==> src/rtl/fetch_stage.sv <==
// Instruction-fetch stage: fetch PC, single-outstanding imem handshake,
// one-entry holding buffer and the IF/ID instruction register.
`timescale 1ns/1ps
module fetch_stage #(
    parameter logic [15:0] RESET_PC = 16'h0000,
    parameter logic [15:0] NOP_INST = 16'hF000
) (
    input  logic        clk,
    input  logic        reset_n,
    input  logic        pc_write,
    input  logic        ir_write,
    input  logic        flush_if,
    input  logic        redirect_valid,
    input  logic [15:0] redirect_target,
    output logic        i_readM,
    output logic [15:0] i_address,
    input  logic [15:0] i_data,
    input  logic        i_ready,
    output logic [15:0] ir,
    output logic [15:0] ir_pc,
    output logic [15:0] ir_next_pc,
    output logic        ir_valid
);

    typedef enum logic {IDLE, BUSY} state_e;

    state_e      state_q, state_d;
    logic [15:0] pc_q, pc_d;
    logic        readm_q, readm_d;
    logic [15:0] addr_q, addr_d;
    logic        buf_valid_q, buf_valid_d;
    logic [15:0] buf_inst_q, buf_inst_d;
    logic [15:0] buf_pc_q, buf_pc_d;
    logic        squash_q, squash_d;
    logic [15:0] ir_q, ir_d;
    logic [15:0] ir_pc_q, ir_pc_d;
    logic [15:0] ir_next_pc_q, ir_next_pc_d;
    logic        ir_valid_q, ir_valid_d;

    logic resp;
    logic resp_good;
    logic issue;

    always_comb begin
        resp      = (state_q == BUSY) && i_ready;
        resp_good = resp && !squash_q && !redirect_valid;
        issue     = (state_q == IDLE) && !buf_valid_q && pc_write && !redirect_valid;

        state_d      = state_q;
        pc_d         = pc_q;
        readm_d      = readm_q;
        addr_d       = addr_q;
        buf_valid_d  = buf_valid_q;
        buf_inst_d   = buf_inst_q;
        buf_pc_d     = buf_pc_q;
        squash_d     = squash_q;
        ir_d         = ir_q;
        ir_pc_d      = ir_pc_q;
        ir_next_pc_d = ir_next_pc_q;
        ir_valid_d   = ir_valid_q;

        if (issue) begin
            state_d = BUSY;
            readm_d = 1'b1;
            addr_d  = pc_q;
            pc_d    = pc_q + 16'd1;
        end else if (resp) begin
            state_d = IDLE;
            readm_d = 1'b0;
        end

        if (redirect_valid)
            pc_d = redirect_target;

        // A redirect with the request still outstanding must kill its late reply.
        if (resp)
            squash_d = 1'b0;
        else if (redirect_valid && state_q == BUSY)
            squash_d = 1'b1;

        if (redirect_valid || flush_if) begin
            ir_d        = NOP_INST;
            ir_valid_d  = 1'b0;
            buf_valid_d = 1'b0;
        end else if (!ir_write) begin
            if (resp_good) begin
                buf_valid_d = 1'b1;
                buf_inst_d  = i_data;
                buf_pc_d    = addr_q;
            end
        end else if (buf_valid_q) begin
            ir_d         = buf_inst_q;
            ir_pc_d      = buf_pc_q;
            ir_next_pc_d = buf_pc_q + 16'd1;
            ir_valid_d   = 1'b1;
            buf_valid_d  = 1'b0;
            if (resp_good) begin
                buf_valid_d = 1'b1;
                buf_inst_d  = i_data;
                buf_pc_d    = addr_q;
            end
        end else if (resp_good) begin
            ir_d         = i_data;
            ir_pc_d      = addr_q;
            ir_next_pc_d = addr_q + 16'd1;
            ir_valid_d   = 1'b1;
        end else begin
            ir_d       = NOP_INST;
            ir_valid_d = 1'b0;
        end
    end

    always_ff @(posedge clk or negedge reset_n) begin
        if (!reset_n) begin
            state_q      <= IDLE;
            pc_q         <= RESET_PC;
            readm_q      <= 1'b0;
            addr_q       <= RESET_PC;
            buf_valid_q  <= 1'b0;
            buf_inst_q   <= '0;
            buf_pc_q     <= '0;
            squash_q     <= 1'b0;
            ir_q         <= NOP_INST;
            ir_pc_q      <= 16'h0000;
            ir_next_pc_q <= 16'h0001;
            ir_valid_q   <= 1'b0;
        end else begin
            state_q      <= state_d;
            pc_q         <= pc_d;
            readm_q      <= readm_d;
            addr_q       <= addr_d;
            buf_valid_q  <= buf_valid_d;
            buf_inst_q   <= buf_inst_d;
            buf_pc_q     <= buf_pc_d;
            squash_q     <= squash_d;
            ir_q         <= ir_d;
            ir_pc_q      <= ir_pc_d;
            ir_next_pc_q <= ir_next_pc_d;
            ir_valid_q   <= ir_valid_d;
        end
    end

    assign i_readM    = readm_q;
    assign i_address  = addr_q;
    assign ir         = ir_q;
    assign ir_pc      = ir_pc_q;
    assign ir_next_pc = ir_next_pc_q;
    assign ir_valid   = ir_valid_q;

endmodule

==> config.mk <==
export PLATFORM = sky130hd
export DESIGN_NAME = fetch_stage
export DESIGN_NICKNAME = d
export VERILOG_FILES = /design/src/rtl/fetch_stage.sv
export SDC_FILE = /design/constraint.sdc
export NUM_CORES = 1
export LEC_CHECK = 0
export BUFFER_PORTS_ARGS = -buffer_cell sky130_fd_sc_hd__buf_4
export CAP_MARGIN = 20
export CORE_UTILIZATION = 55
export DETAILED_ROUTE_END_ITERATION = 16
export GPL_TIMING_DRIVEN = 0
export PLACE_DENSITY_LB_ADDON = 0.1
export SETUP_SLACK_MARGIN = 0.4
export SYNTH_ARGS = -nofsm -noshare
export SYNTH_HDL_FRONTEND = slang
export SYNTH_SLANG_ARGS = --single-unit
==> constraint.sdc <==
create_clock -name clk -period 2.65 [get_ports clk]
set_clock_uncertainty 0.15 [all_clocks]
set_input_delay 0.265 -clock clk [delete_from_list [all_inputs] [get_ports clk]]
set_output_delay 0.265 -clock clk [all_outputs]
set_load 0.005 [all_outputs]
-- Word-level counts from Yosys, hierarchy flattened
Cells that the tools add are included.
- output and inout bits: 66
- input port bits: 39
- register bits after elaboration: 116
- word-level logic and storage cells: 64
- reduce and logical (&&, ||, !) cells: 19
- muxes and demuxes: 28
- $add $sub $neg: 3
- bitwise operators: 2
- equality and inequality tests: 1
- operators with widths (kind ; count):
    $mux W16 ; 16
    $add A16 B1 Y16 const B ; 3
    $mux W1 ; 12
    $reduce_bool A2 Y1 ; 5
    $logic_and A1 B1 Y1 ; 7
    $logic_not A1 Y1 ; 3
    $reduce_and A3 Y1 ; 1
    $reduce_bool A3 Y1 ; 1
    $ne A2 B1 Y1 const B ; 1
    $not A1 Y1 ; 2
    $reduce_and A2 Y1 ; 1
    $logic_or A1 B1 Y1 ; 1

-- Logic depth before layout (Yosys ltp)
Gate-level depths: netlist of run 1.
- word-level depth: 7
- gate-level depth with buffers: 10

-- Worst setup path before layout of run 1
Ideal clock, no wire load.
- path type: reg2reg
- start: reg buf_valid_q
- end: reg ir_next_pc_q[10], in the netlist ir_next_pc[10]
- library setup time: 0.134 ns
- period minus slack after synthesis: 2.448 ns
- slack: 0.202 ns
- cell stages (with the launch flop): 11
- data required time: 2.366 ns
- arrival: 2.164 ns
- path through: dfrtp_1 -> buf_6 -> buf_2 -> buf_2 -> mux2_2 -> ha_1 -> nand4b_1 -> a22oi_1 -> nand3_1 -> xnor2_1 -> o21ai_0
- cells in the longest elaborated chain, start to end: 2
- elaborated cells on any way between the ends: 3
- classes of those cells: mux: 1; reduce/logical: 2
- ends and longest elaborated chain (item ; line ; source):
    start: declaration ; 31 ; logic buf_valid_q, buf_valid_d;
    start signal: assignment ; 132 ; buf_valid_q <= buf_valid_d;
    $reduce_bool A2 Y1 (no source line) ; - ;
    $reduce_and A3 Y1 (no source line) ; - ;
    end signal: assignment ; 138 ; ir_next_pc_q <= ir_next_pc_d;
    end: declaration ; 37 ; logic [15:0] ir_next_pc_q, ir_next_pc_d;
Several ways; a longest one is shown, not always the timed one.
A chain may end at the register's enable or synchronous reset.

-- Final worst setup path of run 1
Ends and elaborated chain as after synthesis.

==> results.sh, run 1 <==
export IMPL_cts_buffer_depth=2
export IMPL_netlist_area_sq_mm=0.00526
export IMPL_vias_per_cell=5.56
export IMPL_drtPass1Iterations=5
export IMPL_synth_seq_area_share=0.553
export IMPL_grt_pass1_wl_microns=21900
export IMPL_synth_ff_type="dfrtp_1"
export IMPL_cp_max_fo=5
export IMPL_fillers=563
export IMPL_rsz0062_at_grt="yes"
export IMPL_end_kind="flip-flop"
export IMPL_ys_ff_latch=116
export IMPL_core_area_sq_mm=0.00924
export IMPL_clock_root_buffer="clkbuf_8"
export IMPL_outcome="finished, final reports clean"
export IMPL_synth_edf_count=0
export IMPL_synth_distinct_cells=44
export IMPL_fin_ws_ns=0.247
export IMPL_path_clk_slew_ns=0.06
export IMPL_dieArea_sq_mm=0.00996
export IMPL_first_global_vias=4379
export IMPL_critPathKind="flip-flop to flip-flop"
export IMPL_gp_congestion=0.877
export IMPL_postSynthCellCount=455
export IMPL_drv_cap=0
export IMPL_cp_required_ns=2.92
export IMPL_die_w_microns=99.8
export IMPL_layout_drive_gt1_share=0.371
export IMPL_cellLeakagePower_uw=0.00341
export IMPL_drtIter0Drc=225
export IMPL_wl_per_cell_microns=17.5
export IMPL_clock_latency_ns=0.51
export IMPL_fin_tns_setup_ns=0
export IMPL_rows=35
export IMPL_via_count=4267
export IMPL_finalSetupViolations=0
export IMPL_period_needed_ns=2.40
export IMPL_power_density_mw_per_mm2=845
export IMPL_wirelength_microns=13500
export IMPL_hold_viol=0
export IMPL_track_usage=0.289
export IMPL_drc=0
export IMPL_syn_nets=496
export IMPL_num_antenna_cells=0
export IMPL_fin_nets=666
export IMPL_cts_tree="yes"
export IMPL_port_buffers=103
export IMPL_max_freq_mhz=416
export IMPL_grt_overflow=0
export IMPL_ir_drop_uv=572
export IMPL_slew_headroom=0.554
export IMPL_drv_slew=0
export IMPL_hp_class="input port to flip-flop"
export IMPL_cts_sinks=116
export IMPL_cts_htree_levels=4
export IMPL_initial_core_util=0.569
export IMPL_min_period_over_period=0.907
export IMPL_drt_antenna_violating_nets=0
export IMPL_antenna_found_initial=0
export IMPL_ys_warnings_count=0
export IMPL_die_y_microns=99.8
export IMPL_start_kind="flip-flop"
export IMPL_avgSynthCellArea_sq_um=11.6
export IMPL_worst_pin_slew_ns=0.670
export IMPL_worst_ep_arrival_time_ns=2.68
export IMPL_preCtsSetupSlack_ns=0.0253
export IMPL_ys_async_sr_fraction=1.00
export IMPL_dp_hpwl_microns=8500
export IMPL_cts_made_buffers=17
export IMPL_num_io_pins=105
export IMPL_grt_max_degree=76
export IMPL_area_growth_pct=41.7
[path summary, 6_finish.rpt]
| kind | start | end | slack (ns) | depth (start not counted) |
|---|---|---|---|---|
| max in group asynchronous | reset_n | buf_valid_q | 1.59 | 4 |
| worst min-delay path | flush_if | ir_valid | 0.07 | 3 |
| worst min register to register | ir_next_pc[2] | ir_next_pc[2] | 0.33 | 2 |
| worst max register to register | buf_valid_q | ir_next_pc[10] | 0.25 | 10 |
| worst max-delay path | buf_valid_q | ir_next_pc[10] | 0.25 | 10 |
| min in group asynchronous | reset_n | ir_next_pc[12] | 0.18 | 3 |
[state kept, by name (all words and copies together), names as in the netlist, 16 cells and up]
| name | flops |
|---|---|
| pc_q | 16 |
| ir_next_pc | 16 |
| ir_pc | 16 |
| buf_inst_q | 16 |
| i_address | 16 |
| buf_pc_q | 16 |
| ir | 16 |
[metal layers]
layer	track usage	up-vias	share of wire
li1	-	1971	-
met1	0.375	2120	0.43
met2	0.478	158	0.51
met3	0.0655	18	0.049
met4	0.107	0	0.012
met5	0	-	0
[what timing repair did]
action / in CTS / in global routing
resized for setup: 12 / 12
buffers inserted: 8 / 4
pin swaps: 8 / 6
setup endpoints to repair: 19 / 51
hold buffers: 34 / 0
hold endpoints to repair: 162 / 0
[cell families (layout without fill, tap and decap cells)]
family | count (synthesis) | count (layout) | share of synthesized area
xor gates and xnor gates | 29 | 29 | 0.0483
DFF | 116 | 116 | 0.553
and+or+nand+nor | 114 | 114 | 0.106
muxes | 74 | 74 | 0.155
buffers and inverters | 32 | 215 | 0.0264
AOI/OAI and AO/OA | 87 | 87 | 0.105
adders and majority gates | 3 | 3 | 0.00666
[cell type report]
cell class,count,area [sq um],area share
buffer,26,145,0.0195
clock buffer,23,467,0.0626
clock inverter,9,175,0.0235
inverter,6,22.5,0.00302
multi-input combinational,307,2320,0.311
sequential,116,2910,0.390
tap,129,161,0.0217
timing repair buffer,151,1250,0.168
[cells in the final DEF, fill, tap and decap left out, types with 5 or more instances in the layout]
master           n
clkbuf_16       16
nor2_1          16
a22oi_1         12
dfrtp_1        110
xnor2_1         12
o21ai_0         39
buf_4          115
a211oi_1        12
buf_2            6
dfstp_2          5
inv_1            6
xor2_1          15
mux2_2          58
clkbuf_1        18
nand3b_1         5
nand2_1         51
nand3_1         15
dlygate4sd3_1   34
bufinv_16        5
mux2i_1         14
nand4_1          7
a21oi_1          5
[through the flow]
step | instance area [sq um] | std cells | utilization | total power [uW] | hold slack (ns)
after CTS | 7360 | 763 | 0.796 | 6280 | 0.0418
after detailed placement | 6270 | 689 | 0.679 | 3740 | 0.161
after global placement | 6220 | 687 | 0.673 | 3660 | 0.314
after floorplan | 5290 | 455 | - | 3060 | -0.181
final | 7450 | 767 | 0.807 | 6300 | 0.0659
after global routing | 7450 | 767 | 0.807 | 6580 | 0.0817
[synth_stat cells, types with 7 or more instances]
library cell,instances,area [sq um]
mux2i_1,14,140
xor2_1,15,131
o21ai_0,40,200
buf_2,9,45.0
nor2_1,16,60.1
nand3_1,16,80.1
nand4_1,7,43.8
dfrtp_1,111,2780
nand2_1,51,191
mux2_2,60,676
a211oi_1,12,90.1
xnor2_1,14,123
clkbuf_1,16,60.1
a22oi_1,13,97.6
[critical path: stages, from the launching register on]
cell,delay [ns]
dfrtp_2,0.41
buf_6,0.13
buf_8,0.11
buf_12,0.12
mux2_4,0.22
ha_4,0.14
nand4b_1,0.15
a22oi_2,0.34
nand3_1,0.19
xnor2_2,0.18
o21ai_0,0.17
[report_power, final]
group / internal [uW] / total [uW] / switching (uW)
sequential: 2190 / 2540 / 358
combinational: 751 / 1280 / 533
clock: 1690 / 2470 / 778
total: 4630 / 6300 / 1670
(Power assumes the default switching activity.)
==> run 2, diff against run 1 <==
Settings changed: MAX_ROUTING_LAYER from default to met4.
==> run 2 against run 1 <==
  * Worst hold slack better by 0.00075 ns
  * Power hardly changed
  * Critical path type unchanged
  * Maximum frequency hardly changed
  * Flip-flop and latch count did not move
  * Final cell count unchanged
  * Clock power about the same
  * First-iteration DRC count rose by 2.2%
  * Sequential share of layout area unchanged
  * Non-clock buffer count is the same
  * Critical path depth unchanged
  * Largest cell class unchanged
  * Largest power group unchanged
  * Worst setup slack got worse by 0.0012 ns
==> results.sh, run 2 (synthesized netlist as in run 1, its figures left out) <==
export IMPL_ir_drop_uv=572
export IMPL_slew_headroom=0.559
export IMPL_via_count=4294
export IMPL_layout_common_cells="buf_4 (115), dfrtp_1 (110), mux2_2 (58)"
export IMPL_period_needed_ns=2.40
export IMPL_num_antenna_cells=0
export IMPL_preCtsSetupSlack_ns=0.0253
export IMPL_clock_latency_ns=0.51
export IMPL_drv_cap=0
export IMPL_layout_drive_gt1_share=0.371
export IMPL_cts_htree_levels=4
export IMPL_vias_per_cell=5.60
export IMPL_dp_hpwl_microns=8500
export IMPL_power_density_mw_per_mm2=845
export IMPL_wl_per_cell_microns=17.4
export IMPL_wirelength_microns=13400
export IMPL_p_int_uw=4630
export IMPL_num_io_pins=105
export IMPL_gp_congestion=0.891
export IMPL_outcome="finished, final reports clean"
export IMPL_cellLeakagePower_uw=0.00341
export IMPL_start_kind="flip-flop"
export IMPL_hold_viol=0
export IMPL_seq_power_share=0.404
export IMPL_cts_sinks=116
export IMPL_max_freq_mhz=416
export IMPL_antenna_found_initial=0
export IMPL_drtPass1Iterations=5
export IMPL_track_usage=0.297
export IMPL_finalSetupViolations=0
export IMPL_core_area_sq_mm=0.00924
export IMPL_path_cells="buf_6 -> buf_8 -> buf_12 -> mux2_4 -> ha_4 -> nand4b_1 -> a22oi_2 -> nand3_1 -> xnor2_2 -> o21ai_0"
export IMPL_fin_nets=666
export IMPL_grt_max_degree=76
export IMPL_dieArea_sq_mm=0.00996
export IMPL_end_kind="flip-flop"
export IMPL_fin_tns_setup_ns=0
export IMPL_critPathKind="flip-flop to flip-flop"
export IMPL_rows=35
export IMPL_initial_core_util=0.569
export IMPL_layout_commonest_cell="buf_4"
export IMPL_slowest_stage="dfrtp_2"
export IMPL_drt_antenna_violating_nets=0
export IMPL_placedInstanceArea_sq_mm=0.00627
export IMPL_hp_class="input port to flip-flop"
export IMPL_grt_overflow=0
export IMPL_drtIter0Drc=230
export IMPL_cts_made_buffers=17
export IMPL_combPwrFrac=0.204
export IMPL_p_clk_frac=0.392
export IMPL_switchingPower_uw=1670
export IMPL_worst_pin_slew_ns=0.662
export IMPL_rrSetupSlack_ns=0.25
export IMPL_die_w_microns=99.8
export IMPL_area_growth_pct=41.7
export IMPL_drc=0
export IMPL_worst_hold_slack_ns=0.0667
export IMPL_drv_slew=0
export IMPL_cts_buffer_depth=2
export IMPL_cts_tree="yes"
export IMPL_rsz0062_at_grt="yes"
export IMPL_worst_ep_arrival_time_ns=2.68
export IMPL_placed_cells=689
export IMPL_critPathMaxStageDelay_ns=0.41
export IMPL_clock_root_buffer="clkbuf_8"
export IMPL_finalNonFillerCells=767
export IMPL_cp_max_fo=5
export IMPL_min_period_over_period=0.907
export IMPL_switching_share=0.265
export IMPL_grt_pass1_wl_microns=21900
export IMPL_fin_ws_ns=0.245
export IMPL_cp_required_ns=2.92
export IMPL_final_area_sq_mm=0.00745
export IMPL_first_global_vias=4379
export IMPL_die_y_microns=99.8
export IMPL_port_buffers=103
export IMPL_path_clk_slew_ns=0.06
==> run 2: cell counts in the layout (fill, tap and decap cells not counted) <==
Identical to the previous run, type by type.
==> run 2: through the flow <==
step	power, uW	utilization
3_5_place_dp	3740	0.679
4_1_cts	6280	0.796
5_1_grt	6570	0.807
6_report	6300	0.807
3_3_place_gp	3660	0.673
2_1_floorplan	3060	-
==> run 2: worst paths after layout <==
| check | cells past startpoint | end | startpoint |
|---|---|---|---|
| worst max-delay path | 10 | ir_next_pc[10] | buf_valid_q |
| worst min-delay path | 3 | ir_valid | flush_if |
| worst max register to register | 10 | ir_next_pc[10] | buf_valid_q |
| worst min register to register | 2 | ir_next_pc[2] | ir_next_pc[2] |
| max in group asynchronous | 4 | buf_valid_q | reset_n |
| min in group asynchronous | 3 | ir_next_pc[12] | reset_n |
==> run 2: timing repair <==
item / CTS / global route
buffers inserted: 8 / 4
pin swaps: 8 / 6
endpoints found under the hold margin: 162 / 0
setup endpoints to repair: 19 / 50
resized for setup: 12 / 12
hold buffers: 34 / 0
==> run 2: layout make-up <==
cell class	instances	area, sq um
fillers	563	1790
clock inverters	9	175
multi-input cells	307	2320
flip-flops and latches	116	2910
plain buffers	26	145
well taps	129	161
clock buffers	23	467
repair buffers	151	1250
inverters	6	22.5
==> run 2: power groups by stage <==
| stage | combinational, uW | clock, uW | sequential, uW |
|---|---|---|---|
| 2_1_floorplan | 576 | 0 | 2480 |
| 3_3_place_gp | 1130 | 0 | 2530 |
| 3_5_place_dp | 1190 | 0 | 2550 |
| 4_1_cts | 1260 | 2480 | 2530 |
| 5_1_grt | 1410 | 2570 | 2600 |
| 6_report | 1280 | 2470 | 2540 |
==> run 2: metal layers <==
| metal | up-vias | wire (microns) | GRT usage |
|---|---|---|---|
| li1 | 1974 | - | - |
| met1 | 2147 | 5740 | 0.375 |
| met2 | 158 | 6900 | 0.479 |
| met3 | 15 | 602 | 0.0585 |
| met4 | 0 | 142 | 0.111 |
| met5 | - | 0 | - |
==> run 2: critical path: cells and delay by family (launching register included) <==
kind	cells	cell delay (ns)
AO/OA/AOI/OAI	2	0.51
flip-flops	1	0.41
buffers and inverters	3	0.36
AND/OR/NAND/NOR	2	0.34
multiplexers	1	0.22
XOR/XNOR	1	0.18
adder cells (fa/ha/maj)	1	0.14
